<file path="config.mk">
export PLATFORM = sky130hd
export DESIGN_NAME = multicycle_controller
export DESIGN_NICKNAME = d
export VERILOG_FILES = /design/src/rtl/multicycle_controller.sv
export SDC_FILE = /design/constraint.sdc
export NUM_CORES = 1
export LEC_CHECK = 0
export BUFFER_PORTS_ARGS = -buffer_cell sky130_fd_sc_hd__buf_2
export CAP_MARGIN = 25
export CORE_MARGIN = 4
export CORE_UTILIZATION = 35
export CTS_CLUSTER_DIAMETER = 60
export DETAILED_ROUTE_END_ITERATION = 16
export HOLD_SLACK_MARGIN = 0.05
export PLACE_DENSITY = 0.68
export SETUP_SLACK_MARGIN = 0.15
export SYNTH_ARGS = -nofsm -noshare
export SYNTH_HDL_FRONTEND = slang
export SYNTH_SLANG_ARGS = --single-unit
</file>
<file path="constraint.sdc">
create_clock -name clk -period 4.7 [get_ports clk]
set_input_delay 0.94 -clock clk [delete_from_list [all_inputs] [get_ports clk]]
set_output_delay 0.94 -clock clk [all_outputs]
set_load 0.02 [all_outputs]
</file>
<file path="src/rtl/multicycle_controller.sv">
// multicycle_controller: control FSM for a multicycle RV32I core with instret counter and illegal-opcode flag
module multicycle_controller #(
  parameter int CNT_W        = 32,
  parameter bit ILLEGAL_HALT = 1'b1
) (
  input  logic             clk,
  input  logic             reset,
  input  logic [6:0]       op,
  input  logic [2:0]       funct3,
  input  logic             funct7b5,
  input  logic             Zero,
  output logic             PCWrite,
  output logic             AdrSrc,
  output logic             MemWrite,
  output logic             IRWrite,
  output logic             RegWrite,
  output logic [1:0]       ResultSrc,
  output logic [1:0]       ALUSrcA,
  output logic [1:0]       ALUSrcB,
  output logic [1:0]       ImmSrc,
  output logic [2:0]       ALUControl,
  output logic [CNT_W-1:0] instret,
  output logic             illegal,
  output logic [3:0]       state_dbg
);
  typedef enum logic [3:0] {
    FETCH, DECODE, MEMADR, MEMREAD, MEMWB, MEMWRITE,
    EXECUTER, EXECUTEI, ALUWB, BRANCH, JAL, ILLEGAL
  } state_t;

  localparam logic [6:0] OP_LW  = 7'b0000011;
  localparam logic [6:0] OP_SW  = 7'b0100011;
  localparam logic [6:0] OP_R   = 7'b0110011;
  localparam logic [6:0] OP_I   = 7'b0010011;
  localparam logic [6:0] OP_B   = 7'b1100011;
  localparam logic [6:0] OP_JAL = 7'b1101111;

  state_t     state, next;
  logic [6:0] op_q;
  logic [2:0] funct3_q;
  logic       funct7b5_q;
  logic       pc_update, branch;
  logic [1:0] alu_op;
  logic [2:0] alu_dec;

  assign state_dbg = state;

  // State register, instruction-field latch, retire counter and sticky illegal flag
  always_ff @(posedge clk) begin
    if (!reset) begin
      state      <= FETCH;
      op_q       <= '0;
      funct3_q   <= '0;
      funct7b5_q <= 1'b0;
      instret    <= '0;
      illegal    <= 1'b0;
    end else begin
      state <= next;
      if (IRWrite) begin
        op_q       <= op;
        funct3_q   <= funct3;
        funct7b5_q <= funct7b5;
      end
      if (state == ILLEGAL) illegal <= 1'b1;
      if (next == FETCH && (state == MEMWB || state == MEMWRITE || state == ALUWB || state == BRANCH))
        instret <= instret + {{(CNT_W-1){1'b0}}, 1'b1};
    end
  end

  // Next-state and control decode; everything is forced low while reset is asserted
  always_comb begin
    next      = state;
    pc_update = 1'b0;
    branch    = 1'b0;
    alu_op    = 2'b00;
    AdrSrc    = 1'b0;
    MemWrite  = 1'b0;
    IRWrite   = 1'b0;
    RegWrite  = 1'b0;
    ResultSrc = 2'b00;
    ALUSrcA   = 2'b00;
    ALUSrcB   = 2'b00;
    case (state)
      FETCH: begin
        IRWrite   = 1'b1;
        ALUSrcB   = 2'b10;
        ResultSrc = 2'b10;
        pc_update = 1'b1;
        next      = DECODE;
      end
      DECODE: begin
        ALUSrcA = 2'b01;
        ALUSrcB = 2'b01;
        next    = (op_q == OP_LW || op_q == OP_SW) ? MEMADR :
                  op_q == OP_R   ? EXECUTER :
                  op_q == OP_I   ? EXECUTEI :
                  op_q == OP_B   ? BRANCH   :
                  op_q == OP_JAL ? JAL      : ILLEGAL;
      end
      MEMADR: begin
        ALUSrcA = 2'b10;
        ALUSrcB = 2'b01;
        next    = (op_q == OP_SW) ? MEMWRITE : MEMREAD;
      end
      MEMREAD: begin
        AdrSrc = 1'b1;
        next   = MEMWB;
      end
      MEMWB: begin
        ResultSrc = 2'b01;
        RegWrite  = 1'b1;
        next      = FETCH;
      end
      MEMWRITE: begin
        AdrSrc   = 1'b1;
        MemWrite = 1'b1;
        next     = FETCH;
      end
      EXECUTER: begin
        ALUSrcA = 2'b10;
        alu_op  = 2'b10;
        next    = ALUWB;
      end
      EXECUTEI: begin
        ALUSrcA = 2'b10;
        ALUSrcB = 2'b01;
        alu_op  = 2'b10;
        next    = ALUWB;
      end
      ALUWB: begin
        RegWrite = 1'b1;
        next     = FETCH;
      end
      BRANCH: begin
        ALUSrcA = 2'b10;
        alu_op  = 2'b01;
        branch  = 1'b1;
        next    = FETCH;
      end
      JAL: begin
        ALUSrcA   = 2'b01;
        ALUSrcB   = 2'b10;
        pc_update = 1'b1;
        next      = ALUWB;
      end
      ILLEGAL: next = ILLEGAL_HALT ? ILLEGAL : FETCH;
      default: next = FETCH;
    endcase
    alu_dec    = funct3_q == 3'b000 ? ((op_q[5] & funct7b5_q) ? 3'b001 : 3'b000) :
                 funct3_q == 3'b010 ? 3'b101 :
                 funct3_q == 3'b110 ? 3'b011 :
                 funct3_q == 3'b111 ? 3'b010 : 3'b000;
    ALUControl = alu_op == 2'b01 ? 3'b001 : alu_op == 2'b10 ? alu_dec : 3'b000;
    ImmSrc     = op_q == OP_SW ? 2'b01 : op_q == OP_B ? 2'b10 : op_q == OP_JAL ? 2'b11 : 2'b00;
    PCWrite    = pc_update | (branch & (funct3_q == 3'b001 ? ~Zero : Zero));
    if (!reset) begin
      PCWrite    = 1'b0;
      AdrSrc     = 1'b0;
      MemWrite   = 1'b0;
      IRWrite    = 1'b0;
      RegWrite   = 1'b0;
      ResultSrc  = 2'b00;
      ALUSrcA    = 2'b00;
      ALUSrcB    = 2'b00;
      ImmSrc     = 2'b00;
      ALUControl = 3'b000;
    end
  end
endmodule

</file>
==> impl_summary.md, run 1 <==
Global route
The pin count of the biggest net entering global routing is 28. The overall fraction of global-route tracks in use is 0.147. The first-pass GRT wire length is 10300 um. The initial antenna violation count is 0. The number of global-route vias before repair came to 2196.

The leftover overflow at the end of global routing is 0.

Flow run
Max-cap violations in this run came to 0.

Synth
Summed over all instances, the cell type with the most area after synthesis is sky130_fd_sc_hd__dfxtp_1. The post-synthesis sequential element count is 48. The number of nets handed over by synthesis was 316.

Counting every instance in the synthesized netlist gives 301. Yosys attributes the largest share of cell area to sky130_fd_sc_hd__dfxtp_1, sky130_fd_sc_hd__a21oi_1, sky130_fd_sc_hd__nor2_1. In this run, distinct cell masters in the synthesized netlist total 44.

In this run, synthesis inferred 0 flip-flops with an integrated enable. Ranked by instance count, the synthesized netlist is headed by sky130_fd_sc_hd__dfxtp_1, sky130_fd_sc_hd__nor2_1, sky130_fd_sc_hd__a21oi_1. The summed instance area of the synthesized netlist is 2460 um^2. The leading cell type by number of instances after synthesis is sky130_fd_sc_hd__dfxtp_1. The average cell area after synthesis is 8.17 um^2.

The portion of synthesized cell area occupied by the leading cell type is 0.391. For this run, the register share of the synthesized area comes to 0.391. The count of yosys warnings during synthesis is 0. Of all flip-flops after synthesis, the portion carrying an async set or reset was 0. The most frequently used flop master after synthesis is sky130_fd_sc_hd__dfxtp_1.

Timing
The final number of hold-violating endpoints was 0. Setup repair after global routing left no endpoint under its margin. The timing-limited maximum frequency is around 0.28 GHz. Counting I/O delays and the setup requirement, the final critical path takes 3.63 ns. The headroom to the max-slew limit is 0.562. The number of max-slew violations in the final report is 0. Summed over all failing endpoints, the final setup total negative slack is 0 ns. Clock skew on the completed layout was measured at 0.00605 ns. At the pin with the least slew margin, the transition time is ~0.66 ns. The share of the clock period used by the worst path is 0.772.

The count of final setup violators is 0.

Status
The run finished with clean final reports.

Floorplan
During I/O placement, the number of pins put on the boundary was 67. Row generation in the floorplan step produced 30 rows. The area of the die is 8430 um^2. The core area is 6790 um^2. From bottom edge to top edge, the die measures around 92 um. The die width is 91.8 um.

For this configuration, the core starts out at a cell density of 0.362.

Setup path
The register-to-register setup slack is 2.14 ns. STA classifies the critical path startpoint as an input port. For the worst flop-to-flop path, the logic depth is 4.

Traced cell by cell, the critical path runs through buf_2, clkinv_1, nor2_1, nand4_1, nor3_1, buf_2. In this design, the stage delay of the slowest critical-path cell is 0.52 ns. The worst register-to-register path begins at state_dbg[2]. At the worst endpoint, the arrival time is 2.69 ns. For the worst setup path, the data required time is 3.76 ns. The cell family contributing the most delay on the critical path is buffers and inverters. The most frequent cell on the critical path is sky130_fd_sc_hd__buf_2. The master of the slowest instance on the critical path is sky130_fd_sc_hd__clkinv_1. The maximum net fanout on the critical path is 18. The critical path contains buffers and inverters numbering 3 combined. In this run the critical register-to-register path is captured at instret[26]. The critical path start-end classification is input port to output pin. The type of element capturing the critical path is an output pin.

Power and ir drop
Internal power comes to about 0.67 mW. The total power density per cell area is approximately 340 nW/um^2. Of the total power, the clock network draws 0.256. For this design the static power due to leakage is 1.18 nW.

The relative contribution of sequential cells to total power is 0.489. Of the total power, the share spent switching nets is 0.337. VDD sags by at most 0.185 mV.

Of the total power, combinational logic draws 0.255. The total net switching power is between 0.3 and 0.4 mW.

Final layout
The post-layout instance count excluding filler cells is 454. The multi-input gate area in the final layout is 1370 um^2. The net count of the finished layout is 372. The area growth from synthesis to layout is 19.6%. The area taken by flip-flops and latches is around 960 um^2. The antenna diode instance count is 0. The fraction of final layout cells sized beyond drive strength 1 is 0.223. After filler insertion, the fill cell instance count of the layout stands at 689.

Placement
The final weighted congestion in routability-driven placement is slightly above 0.8. The count of buffers added on input and output ports is 66. The detailed placement HPWL is 4510 um. In this run, placement finished with an instance count of roughly 450.

Min path
The end point of the most critical hold path is instret[31]. The hold path startpoint is instret[31]. The worst hold path stage count is 2. The min-delay analysis places its worst path in the category flop to flop.

Routing
Dividing the detail-routed wire length by the instance count gives 14.0 um. The detailed-route vias per instance is 5.31. The initial DRC count is 102. The routed design has 6370 um of wire. The number of nets with antenna violations after routing is 0. After detailed routing, the number of remaining DRC violations is 0. The number of detailed-routing iterations run before antenna repair is 4.

The number of vias in the routed layout is 2409.

Clock tree
The maximum root-to-sink buffer count is 2. The post-CTS setup-driven buffer insertion count is 0. The clock transition at the register clock pins on the worst setup and hold paths after CTS is 0.08 ns. The clock network latency to the later pin of the worst-skew pair is 0.30 ns. For this design, the CTS-stage hold fixing added 0 buffers. The H-tree generated during clock tree synthesis spans 2 levels.

TritonCTS built the clock tree. The total of cells resized after clock tree synthesis is 0. Clock tree synthesis selected as its root buffer the cell sky130_fd_sc_hd__clkbuf_8. Clock tree synthesis inserted a total of 5 buffers. CTS saw 48 sinks.
[how the worst max path moves through the flow]
stage | cells past startpoint | slack [ns] | start | end
6_report | 6 | 1.07 | reset | ALUControl[2]
3_3_place_gp | 6 | 1.15 | reset | ALUControl[2]
5_1_grt | 6 | 0.92 | reset | ALUControl[2]
2_1_floorplan | 4 | 1.91 | reset | ALUControl[2]
4_1_cts | 6 | 1.08 | reset | ALUControl[2]
3_5_place_dp | 6 | 1.08 | reset | ALUControl[2]
[layout by cell type (no fill, tap or decap), types with 2 or more instances in the layout]
cell / n
sky130_fd_sc_hd__mux2i_1: 12
sky130_fd_sc_hd__a31oi_1: 3
sky130_fd_sc_hd__xnor2_1: 10
sky130_fd_sc_hd__o21a_1: 3
sky130_fd_sc_hd__nor4b_1: 3
sky130_fd_sc_hd__clkbuf_8: 6
sky130_fd_sc_hd__nand2_1: 19
sky130_fd_sc_hd__nand4_1: 8
sky130_fd_sc_hd__a21o_1: 3
sky130_fd_sc_hd__o31ai_1: 12
sky130_fd_sc_hd__inv_1: 11
sky130_fd_sc_hd__nor3b_1: 3
sky130_fd_sc_hd__nand3b_1: 2
sky130_fd_sc_hd__buf_2: 66
sky130_fd_sc_hd__or4_1: 13
sky130_fd_sc_hd__nand3_1: 8
sky130_fd_sc_hd__o21ai_0: 10
sky130_fd_sc_hd__o31a_1: 2
sky130_fd_sc_hd__o22a_1: 2
sky130_fd_sc_hd__dfxtp_1: 48
sky130_fd_sc_hd__a211o_1: 2
sky130_fd_sc_hd__and4_1: 2
sky130_fd_sc_hd__nor2b_1: 5
sky130_fd_sc_hd__nor2_1: 33
sky130_fd_sc_hd__and3_1: 4
sky130_fd_sc_hd__a211oi_1: 2
sky130_fd_sc_hd__buf_4: 3
sky130_fd_sc_hd__nor3_1: 5
sky130_fd_sc_hd__or3_1: 8
sky130_fd_sc_hd__a21oi_1: 25
sky130_fd_sc_hd__nor4_1: 6
sky130_fd_sc_hd__or2_2: 2
sky130_fd_sc_hd__nand2b_1: 5
sky130_fd_sc_hd__clkbuf_1: 2
[layout make-up]
type / instances / area share
inverters: 12 / 0.0153
repair buffers: 69 / 0.120
well taps: 96 / 0.0409
multi-input cells: 221 / 0.466
flip-flops and latches: 48 / 0.327
clock buffers: 8 / 0.0306
[metal layers]
| metal | share of wire | vias to the layer above | track usage |
|---|---|---|---|
| met3 | 0.051 | 9 | 0.0353 |
| met2 | 0.46 | 59 | 0.247 |
| li1 | - | 1204 | - |
| met1 | 0.47 | 1137 | 0.185 |
| met4 | 0.013 | 0 | 0.0470 |
| met5 | 0 | - | 0 |
[power by group through the flow]
stage | combinational [mW] | sequential, mW | clock (mW)
floorplan | 0.197 | 0.479 | 0
finish | 0.256 | 0.490 | 0.257
CTS | 0.257 | 0.489 | 0.269
global placement | 0.252 | 0.498 | 0
detailed placement | 0.255 | 0.499 | 0
global route | 0.279 | 0.497 | 0.281
[cells by family (layout without fill, tap and decap cells)]
| kind of cell | Yosys count | count (layout) | synth area share |
|---|---|---|---|
| compound gates | 65 | 65 | 0.165 |
| xor+xnor | 11 | 11 | 0.0392 |
| fa+ha+maj | 1 | 1 | 0.00509 |
| buf+inv | 32 | 89 | 0.0539 |
| flops | 48 | 48 | 0.391 |
| mux | 13 | 13 | 0.0534 |
| simple gates | 131 | 131 | 0.293 |
[stage by stage]
step / power [mW] / util / area, um^2 / setup WS, ns / hold WS [ns]
finish: 1.00 / 0.433 / 2940 / 1.07 / 0.484
CTS: 1.02 / 0.433 / 2940 / 1.08 / 0.481
detailed placement: 0.754 / 0.420 / 2850 / 1.08 / 0.469
global placement: 0.750 / 0.420 / 2850 / 1.15 / 0.454
floorplan: 0.676 / - / 2460 / 1.91 / 0.462
global route: 1.06 / 0.433 / 2940 / 0.923 / 0.494
[registers in the layout, summed over array words and instances (netlist names)]
| name | flops |
|---|---|
| funct3_q | 3 |
| instret | 32 |
| funct7b5_q | 1 |
| illegal | 1 |
| op_q | 7 |
| state_dbg | 4 |
[tightest hold or removal path, stage by stage (launching register included)]
cell	delay [ns]
sky130_fd_sc_hd__dfxtp_1	0.33
sky130_fd_sc_hd__nand2_1	0.05
sky130_fd_sc_hd__mux2i_1	0.06
Power figures use the tool's default switching activity.
==> inputs of run 2 (changes only) <==
==> constraint.sdc (replaced) <==
create_clock -name clk -period 3.6 [get_ports clk]
set_input_delay 0.72 -clock clk [delete_from_list [all_inputs] [get_ports clk]]
set_output_delay 0.72 -clock clk [all_outputs]
set_load 0.02 [all_outputs]
==> run 2 against run 1 <==
Effect of this change: sequential share of layout area down 0.19 points; total power increased by 35%; cell count stayed put; sequential power increased by 30%; register-to-register slack lost 1.0 ns; clock power increased by 51%; utilization up 0.26 points; clock skew is 0.0059 ns higher; first-iteration DRC count down 17%; critical path type is now flop to output pin; critical endpoint is now ALUSrcA[1]; highest routed layer unchanged.
==> impl_summary.md, run 2 (synthesis results as in run 1) <==
Routing
The number of nets with antenna violations after routing is 0. The first detailed-routing pass took 4 iterations. In the final routing, the length of wire on met1 measures 2920 um. Across all layers, the routed design uses 2407 vias. The detailed router used layers up to and including met4. The average detailed-routed wire length per instance is roughly 14 um. The detailed-route vias per instance is 5.30. The number of remaining DRC errors is 0.

The length of routed met2 wiring is 2790 um. After the first detailed-routing iteration, the DRC count stood at 85. The total wire length after detailed routing is between 6000 and 7000 um. The met3 wirelength from detailed routing is 374 um.

Setup path
For this design, the slowest cell found on the critical path is sky130_fd_sc_hd__dfxtp_1. The critical path goes through nor2b_1, nand2_1, o22a_1, nor2_1, buf_2. The worst register-to-register path ends at instret[17].

The critical path's largest stage delay is 0.64 ns. The startpoint identified for the worst register-to-register timing path is state_dbg[2]. The startpoint kind of the worst setup timing path is a flop. Of all nets on the critical path, the largest fanout is 15.

The data arrival at the endpoint of the critical path is 1.95 ns. STA classifies the critical path endpoint as an output pin. The worst setup path is of the flop to output pin kind. The capture point of the critical path is ALUSrcA[1]. The required time of the critical path is between 2 and 3 ns. The launching instance or port of the critical path is state_dbg[0].

The register-to-register setup slack is 1.14 ns. Counting cells, the worst reg-to-reg path comes to 5.

Timing
Of the available clock period, the critical path in the final layout requires 0.743. Setup repair after global routing left no endpoint under its margin. The worst-case setup margin in the final layout is about 0.9 ns. After routing, the total negative slack on setup checks comes to 0 ns. Measured against its own limit, the worst slew margin works out to 0.553. The worst path in the final design needs a cycle of 2.67 ns, including I/O delays and setup. Timing would allow up to 0.374 GHz. At the pin with the least slew margin, the transition time is 0.669 ns.

The final clock skew is 0.0120 ns. The final number of hold-violating endpoints was 0. The number of max-slew violations in the final report is 0. The count of final setup violators is 0.

Floorplan
The floorplan step defined a die boundary enclosing 8430 um^2. The floorplan has 30 rows. For this configuration, the core starts out at a cell density of 0.362. From bottom edge to top edge, the die measures ~92 um.

The die width is a little over 90 um. For this design the top-level I/O count stands at 67. The floorplan step defined a core boundary enclosing 6790 um^2.

Clock tree
The number of buffers created by CTS is 5. The maximum root-to-sink buffer count is 2. The clock transition at the register clock pins on the worst setup and hold paths after CTS is 0.09 ns. The number of sinks driven by the clock tree is 48. The clock tree synthesis step divided the H-tree into 2 levels. TritonCTS built the clock tree. After clock tree synthesis, the setup repair step added 0 buffers.

The count of hold-fix buffers inserted at cts is 0. The clock tree root buffer cell is sky130_fd_sc_hd__clkbuf_8. For the worst-skew pair, the clock arrives at the later sink with an insertion delay of ~0.30 ns. The total of cells resized after clock tree synthesis is 0.

Final layout
In the layout the commonest cells are sky130_fd_sc_hd__buf_2, sky130_fd_sc_hd__dfxtp_1, sky130_fd_sc_hd__nor2_1, sky130_fd_sc_hd__a21oi_1, sky130_fd_sc_hd__nand2_1. The fraction of final layout cells sized beyond drive strength 1 is 0.226. The area taken by flip-flops and latches is 961 um^2. The utilization after layout is 0.435. The register bank with the most flops is instret. The number of fill cells is 676. The multi-input gate area in the final layout is 1370 um^2.

The register with the most flip-flops in the layout has 32 of them. From synthesis to final layout, the design area changed by 20.3%. In the final design database the tool counted between 300 and 400 nets. The repair_antennas step left the layout with diodes totalling 0. With fillers left out, the area of the finished cells amounts to 2960 um^2. Leaving out fill and tap cells, the most frequent cell in the layout is sky130_fd_sc_hd__buf_2.

Global route
The number of global-route vias before repair is 2174. The pin count of the biggest net entering global routing is 44. The first-pass GRT wire length is 10200 um.

After global routing the overflow that remains totals 0. The overall fraction of global-route tracks in use is 0.146. The initial antenna violation count is 0.

Power and ir drop
Dividing total power by cell area gives a power density of 459 nW/um^2. The leakage power figure is 1.19 nW. The overall power consumption is about 1.4 mW. The maximum VDD drop is 0.214 mV.

Placement
The detailed placement HPWL is approximately 4400 um. Buffers placed on the I/O ports in this run total 66. The worst-case setup slack after placement is 0.990 ns.

The cell area reported after detailed placement is between 2000 and 3000 um^2. The final weighted congestion in routability-driven placement is 0.821.

Flow run
The count of maximum capacitance violations is 0.

Min path
The tightest min-delay check is of the flop to flop type.

Status
The flow ran to the end, and the final reports show no timing, DRC or antenna violations.
## run 2: cell count changes in the layout (fill, tap and decap cells not counted)
cell / before / now
sky130_fd_sc_hd__clkbuf_8: 6 / 5
sky130_fd_sc_hd__bufinv_16: 0 / 1
sky130_fd_sc_hd__clkbuf_1: 2 / 1
sky130_fd_sc_hd__clkinv_2: 0 / 1
## run 2: per-stage QoR
stage	hold WS, ns	cells
CTS	0.476	454
global route	0.517	454
finish	0.473	454
global placement	0.455	446
detailed placement	0.461	446
floorplan	0.462	301
## run 2: how the worst min path moves through the flow
| stage | end | cells past startpoint | start | slack (ns) |
|---|---|---|---|---|
| 3_5_place_dp | instret[31] | 2 | instret[31] | 0.46 |
| 5_1_grt | instret[31] | 2 | instret[31] | 0.52 |
| 3_3_place_gp | instret[31] | 2 | instret[31] | 0.46 |
| 4_1_cts | instret[31] | 2 | instret[31] | 0.48 |
| 2_1_floorplan | funct7b5_q | 2 | funct7b5_q | 0.46 |
| 6_report | instret[31] | 2 | instret[31] | 0.47 |
## run 2: routing by layer
layer / vias up / GRT usage
li1: 1205 / -
met1: 1122 / 0.192
met2: 70 / 0.229
met3: 10 / 0.0386
met4: 0 / 0.0520
met5: - / 0
## run 2: area by class of cell
class,count,area share
Multi-Input combinational cell,221,0.464
Sequential cell,48,0.325
Timing Repair Buffer,69,0.119
Tap cell,96,0.0406
Clock buffer,6,0.0245
Inverter,12,0.0152
Clock inverter,2,0.0118
## run 2: power by group
group          switching, mW  leakage (nW)  internal [mW]
sequential            0.0700         0.390          0.568
clock                  0.183        0.0552          0.206
combinational          0.186         0.748          0.143
## run 2: critical path, delay by kind of cell, from the launching register on
| kind | cells | cell delay (ns) |
|---|---|---|
| AO/OA/AOI/OAI | 1 | 0.23 |
| AND/OR/NAND/NOR | 3 | 0.61 |
| flip-flops | 1 | 0.64 |
| buffers and inverters | 1 | 0.18 |
==> inputs of run 3 (changes only) <==
--- a/config.mk
+++ b/config.mk
@@ -5,6 +5,7 @@
 export SDC_FILE = /design/constraint.sdc
 export NUM_CORES = 1
 export LEC_CHECK = 0
+export ABC_AREA = 1
 export BUFFER_PORTS_ARGS = -buffer_cell sky130_fd_sc_hd__buf_2
 export CAP_MARGIN = 25
 export CORE_MARGIN = 4
@@ -12,7 +13,7 @@
 export CTS_CLUSTER_DIAMETER = 60
 export DETAILED_ROUTE_END_ITERATION = 16
 export HOLD_SLACK_MARGIN = 0.05
-export PLACE_DENSITY = 0.68
+export PLACE_DENSITY = 0.69
 export SETUP_SLACK_MARGIN = 0.15
 export SYNTH_ARGS = -nofsm -noshare
 export SYNTH_HDL_FRONTEND = slang
==> constraint.sdc (replaced) <==
create_clock -name clk -period 2.4 [get_ports clk]
set_input_delay 0.48 -clock clk [delete_from_list [all_inputs] [get_ports clk]]
set_output_delay 0.48 -clock clk [all_outputs]
set_load 0.02 [all_outputs]
==> run 3 against run 2 <==
Effect of this change: sequential share of layout area decreased by 2.8 points; critical path depth unchanged; synthesized area increased by 10%; critical path type unchanged; final area increased by 9.4%; clock skew decreased by 0.0021 ns.
==> impl_summary.md, run 3 <==
Clock tree
TritonCTS built the clock tree. In this run, post-CTS hold repair placed 0 buffers. TritonCTS created 5 clock buffers. For the worst-skew pair, the clock arrives at the later sink with an insertion delay of 0.30 ns. CTS saw 48 sinks. The longest clock path from root to sink contains 2 buffers. The clock transition at the register clock pins on the worst setup and hold paths after CTS is around 0.09 ns.

The number of levels the H-tree was split into is 2. The cell sitting at the root of the clock tree is a sky130_fd_sc_hd__clkbuf_8.

Global route
The leftover overflow at the end of global routing is 0. The number of global-route vias before repair was about 2600. The pin count of the biggest net entering global routing is 34. In the global route stage, overall resource usage came out at 0.156. The initial antenna violation count is 0. The first-pass GRT wire length is 11500 um.

Status
The run finished with clean final reports.

Timing
After layout, the minimum clock period comes to 2.12 ns. Setup violations remaining at the end of the flow were counted as 0. Static timing analysis puts the maximum clock frequency at 0.472 GHz.

For the pin with the worst max-slew slack, the measured transition is ~0.43 ns. Setup repair after global routing left no endpoint under its margin. The number of max-slew violations in the final report was 0. In the finished design, the share of the clock period the worst path needs comes to 0.883.

The final clock skew is 0.00982 ns. In this run the tightest slew margin relative to its limit is 0.710. The final number of hold-violating endpoints came to 0.

For the final routed database, the setup TNS stands at 0 ns.

Final layout
The fraction of final layout cells sized beyond drive strength 1 is 0.209. The register with the most flip-flops in the layout has 32 of them. The final net count is 508.

The area growth from synthesis to layout is 19.6%. In the layout the commonest cells are sky130_fd_sc_hd__nand2_1, sky130_fd_sc_hd__nor2_1, sky130_fd_sc_hd__buf_2, sky130_fd_sc_hd__inv_1, sky130_fd_sc_hd__dfxtp_1. The register bank with the most flops is instret. The commonest non-fill, non-tap cell in the layout is sky130_fd_sc_hd__nand2_1. With fillers left out, the area of the finished cells amounts to 3240 um^2.

The antenna diode instance count is 0.

Routing
After detailed routing, the average wire length per cell comes to 11.6 um. The initial DRC count is 89. Before antenna repair, the detailed router went through 4 iterations. The total wire length after detailed routing is 6890 um. For this run, design rule violations remaining after detail routing come to 0. The detailed-route vias per instance is 4.75. The detail route stage leaves a number of antenna-violating nets equal to 0. The number of vias in the routed layout is 2814.

Floorplan
The vertical extent of the die is 95.9 um. In this run the core area contains 31 standard-cell rows. For this configuration, the core starts out at a cell density of 0.367. The floorplan step set the die width to 95.9 um. In this run the count of I/O pins placed on the die edge is 67. The core area is about 7400 um^2.

The area of the die is 9200 um^2.

Setup path
Walking the worst path, the cells encountered are inv_1, nor3_2, nand4_1, a21oi_1, buf_2. The critical path's largest stage delay is 0.37 ns. The capture instance of the worst register-to-register path is instret[8]. In this run the critical register-to-register path is launched from state_dbg[3]. The cell family contributing the most delay on the critical path is simple AND/OR/NAND/NOR gates. The setup path with the least slack is of type flop to output pin. The required time of the critical path is 1.92 ns. The register-to-register setup slack is 0.53 ns. The maximum net fanout on the critical path is 4.

The startpoint kind of the worst setup timing path is a flop. On the critical path, the stage with the largest delay is an instance of sky130_fd_sc_hd__dfxtp_1. The data arrival at the endpoint of the critical path is 1.64 ns. The worst register-to-register path has a depth of 9. Together, buffers and inverters on the worst path number 2. The type of element capturing the critical path is an output pin.

Power and ir drop
In this run the power density over the cells is 665 nW/um^2. The combinational group share of total power is 0.279. The relative contribution of sequential cells to total power is 0.448. The switching part of the total power is 0.366. Of the total power, the clock network draws 0.272. The maximum VDD drop is 0.363 mV. The internal power of the cells totals 1.36 mW. In this run the static leakage power is approximately 1.4 nW. Summed over all nets, the switching power comes to 0.788 mW.

Synth
Of the post-synthesis cell area, the dominant cell type holds 0.355. Ranked by total cell area, the synthesized netlist is headed by sky130_fd_sc_hd__dfxtp_1, sky130_fd_sc_hd__nand2_1, sky130_fd_sc_hd__nor2_1. Synthesis produced 430 cells. The count of flip-flops with a built-in enable after synthesis is 0. The post-synthesis sequential element count is 48. The Yosys step of the flow raised 0 warnings.

For this run, the leading register cell type out of synthesis is sky130_fd_sc_hd__dfxtp_1. After synthesis, the mean cell area works out to 6.29 um^2. Summing every instance area after synthesis gives 2710 um^2. The share of synthesized area occupied by flip-flops and latches is 0.355.

The commonest cells after synthesis are sky130_fd_sc_hd__nand2_1, sky130_fd_sc_hd__nor2_1, sky130_fd_sc_hd__inv_1. The async set-or-reset flop fraction in the synthesized netlist is 0. Among all cell types in the netlist, the one instantiated most often is sky130_fd_sc_hd__nand2_1.

The library cell occupying the most area in the post-synthesis netlist is sky130_fd_sc_hd__dfxtp_1. The number of different library cells used by synthesis comes to 35. The net count after synthesis is 445.

Placement
At the end of routability-driven placement, the weighted congestion stood at 0.886. The count of port buffers added during placement is 66. Once placement finished, the instance area stood at 3120 um^2.

The detailed placement HPWL is around 5300 um.

Flow run
The count of maximum capacitance violations is 0.

Min path
In this run the worst hold path is classified as input port to flop. The hold path startpoint is op[2]. The end point of the most critical hold path is op_q[2]. The worst hold path stage count is 3.
==> run 3: cell type report <==
type	count	area, um^2
Inverter	55	206
Tap cell	99	124
Clock inverter	3	42.5
Clock buffer	5	68.8
Fill cell	820	4130
Multi-Input combinational cell	315	1490
Timing Repair Buffer	68	345
Sequential cell	48	962
==> run 3: metal layers <==
layer	track usage	vias up	routed length [um]
met5	0	-	0
met4	0.0320	0	56
met3	0.0383	7	401
met2	0.274	69	3210
met1	0.192	1254	3220
li1	-	1484	-
==> run 3: per-stage QoR <==
stage	instances	util	hold slack [ns]	setup slack, ns	power [mW]
floorplan	430	-	0.459	0.319	1.42
global placement	585	0.423	0.471	0.482	1.57
detailed placement	585	0.423	0.489	0.505	1.58
CTS	593	0.438	0.392	0.203	2.17
global route	593	0.439	0.399	0.181	2.29
finish	593	0.439	0.400	0.280	2.15
==> run 3: worst max path at each step <==
stage	start	to	slack (ns)	cells past startpoint
after floorplan	reset	ResultSrc[0]	0.32	4
after global placement	reset	ALUControl[2]	0.48	5
after detailed placement	reset	ALUControl[2]	0.50	5
after CTS	state_dbg[1]	ALUSrcB[0]	0.20	7
after global routing	state_dbg[3]	ResultSrc[1]	0.18	8
final	op_q[5]	ImmSrc[0]	0.28	5
==> run 3: timing repair <==
| item | in CTS | in global routing |
|---|---|---|
| buffers inserted | 0 | 0 |
| endpoints found under the setup margin | 0 | 4 |
| gates resized for setup | 0 | 2 |
==> run 3: power groups by stage <==
stage	sequential (mW)	clock, mW	combinational [mW]
3_3_place_gp	0.974	0	0.596
2_1_floorplan	0.979	0	0.446
3_5_place_dp	0.978	0	0.598
4_1_cts	0.960	0.610	0.601
5_1_grt	0.976	0.637	0.678
6_report	0.964	0.586	0.601
==> run 3: tightest hold or removal path, cell delays in order <==
cell and delay (ns):
sky130_fd_sc_hd__buf_2 0.08, sky130_fd_sc_hd__nor2_1 0.03, sky130_fd_sc_hd__nor2_1 0.08
==> run 3: cell families after synthesis <==
| family | after synthesis | synth area share |
|---|---|---|
| compound gates | 57 | 0.111 |
| xor+xnor | 4 | 0.0129 |
| fa+ha+maj | 1 | 0.00462 |
| buf+inv | 67 | 0.0975 |
| flops | 48 | 0.355 |
| simple gates | 253 | 0.418 |
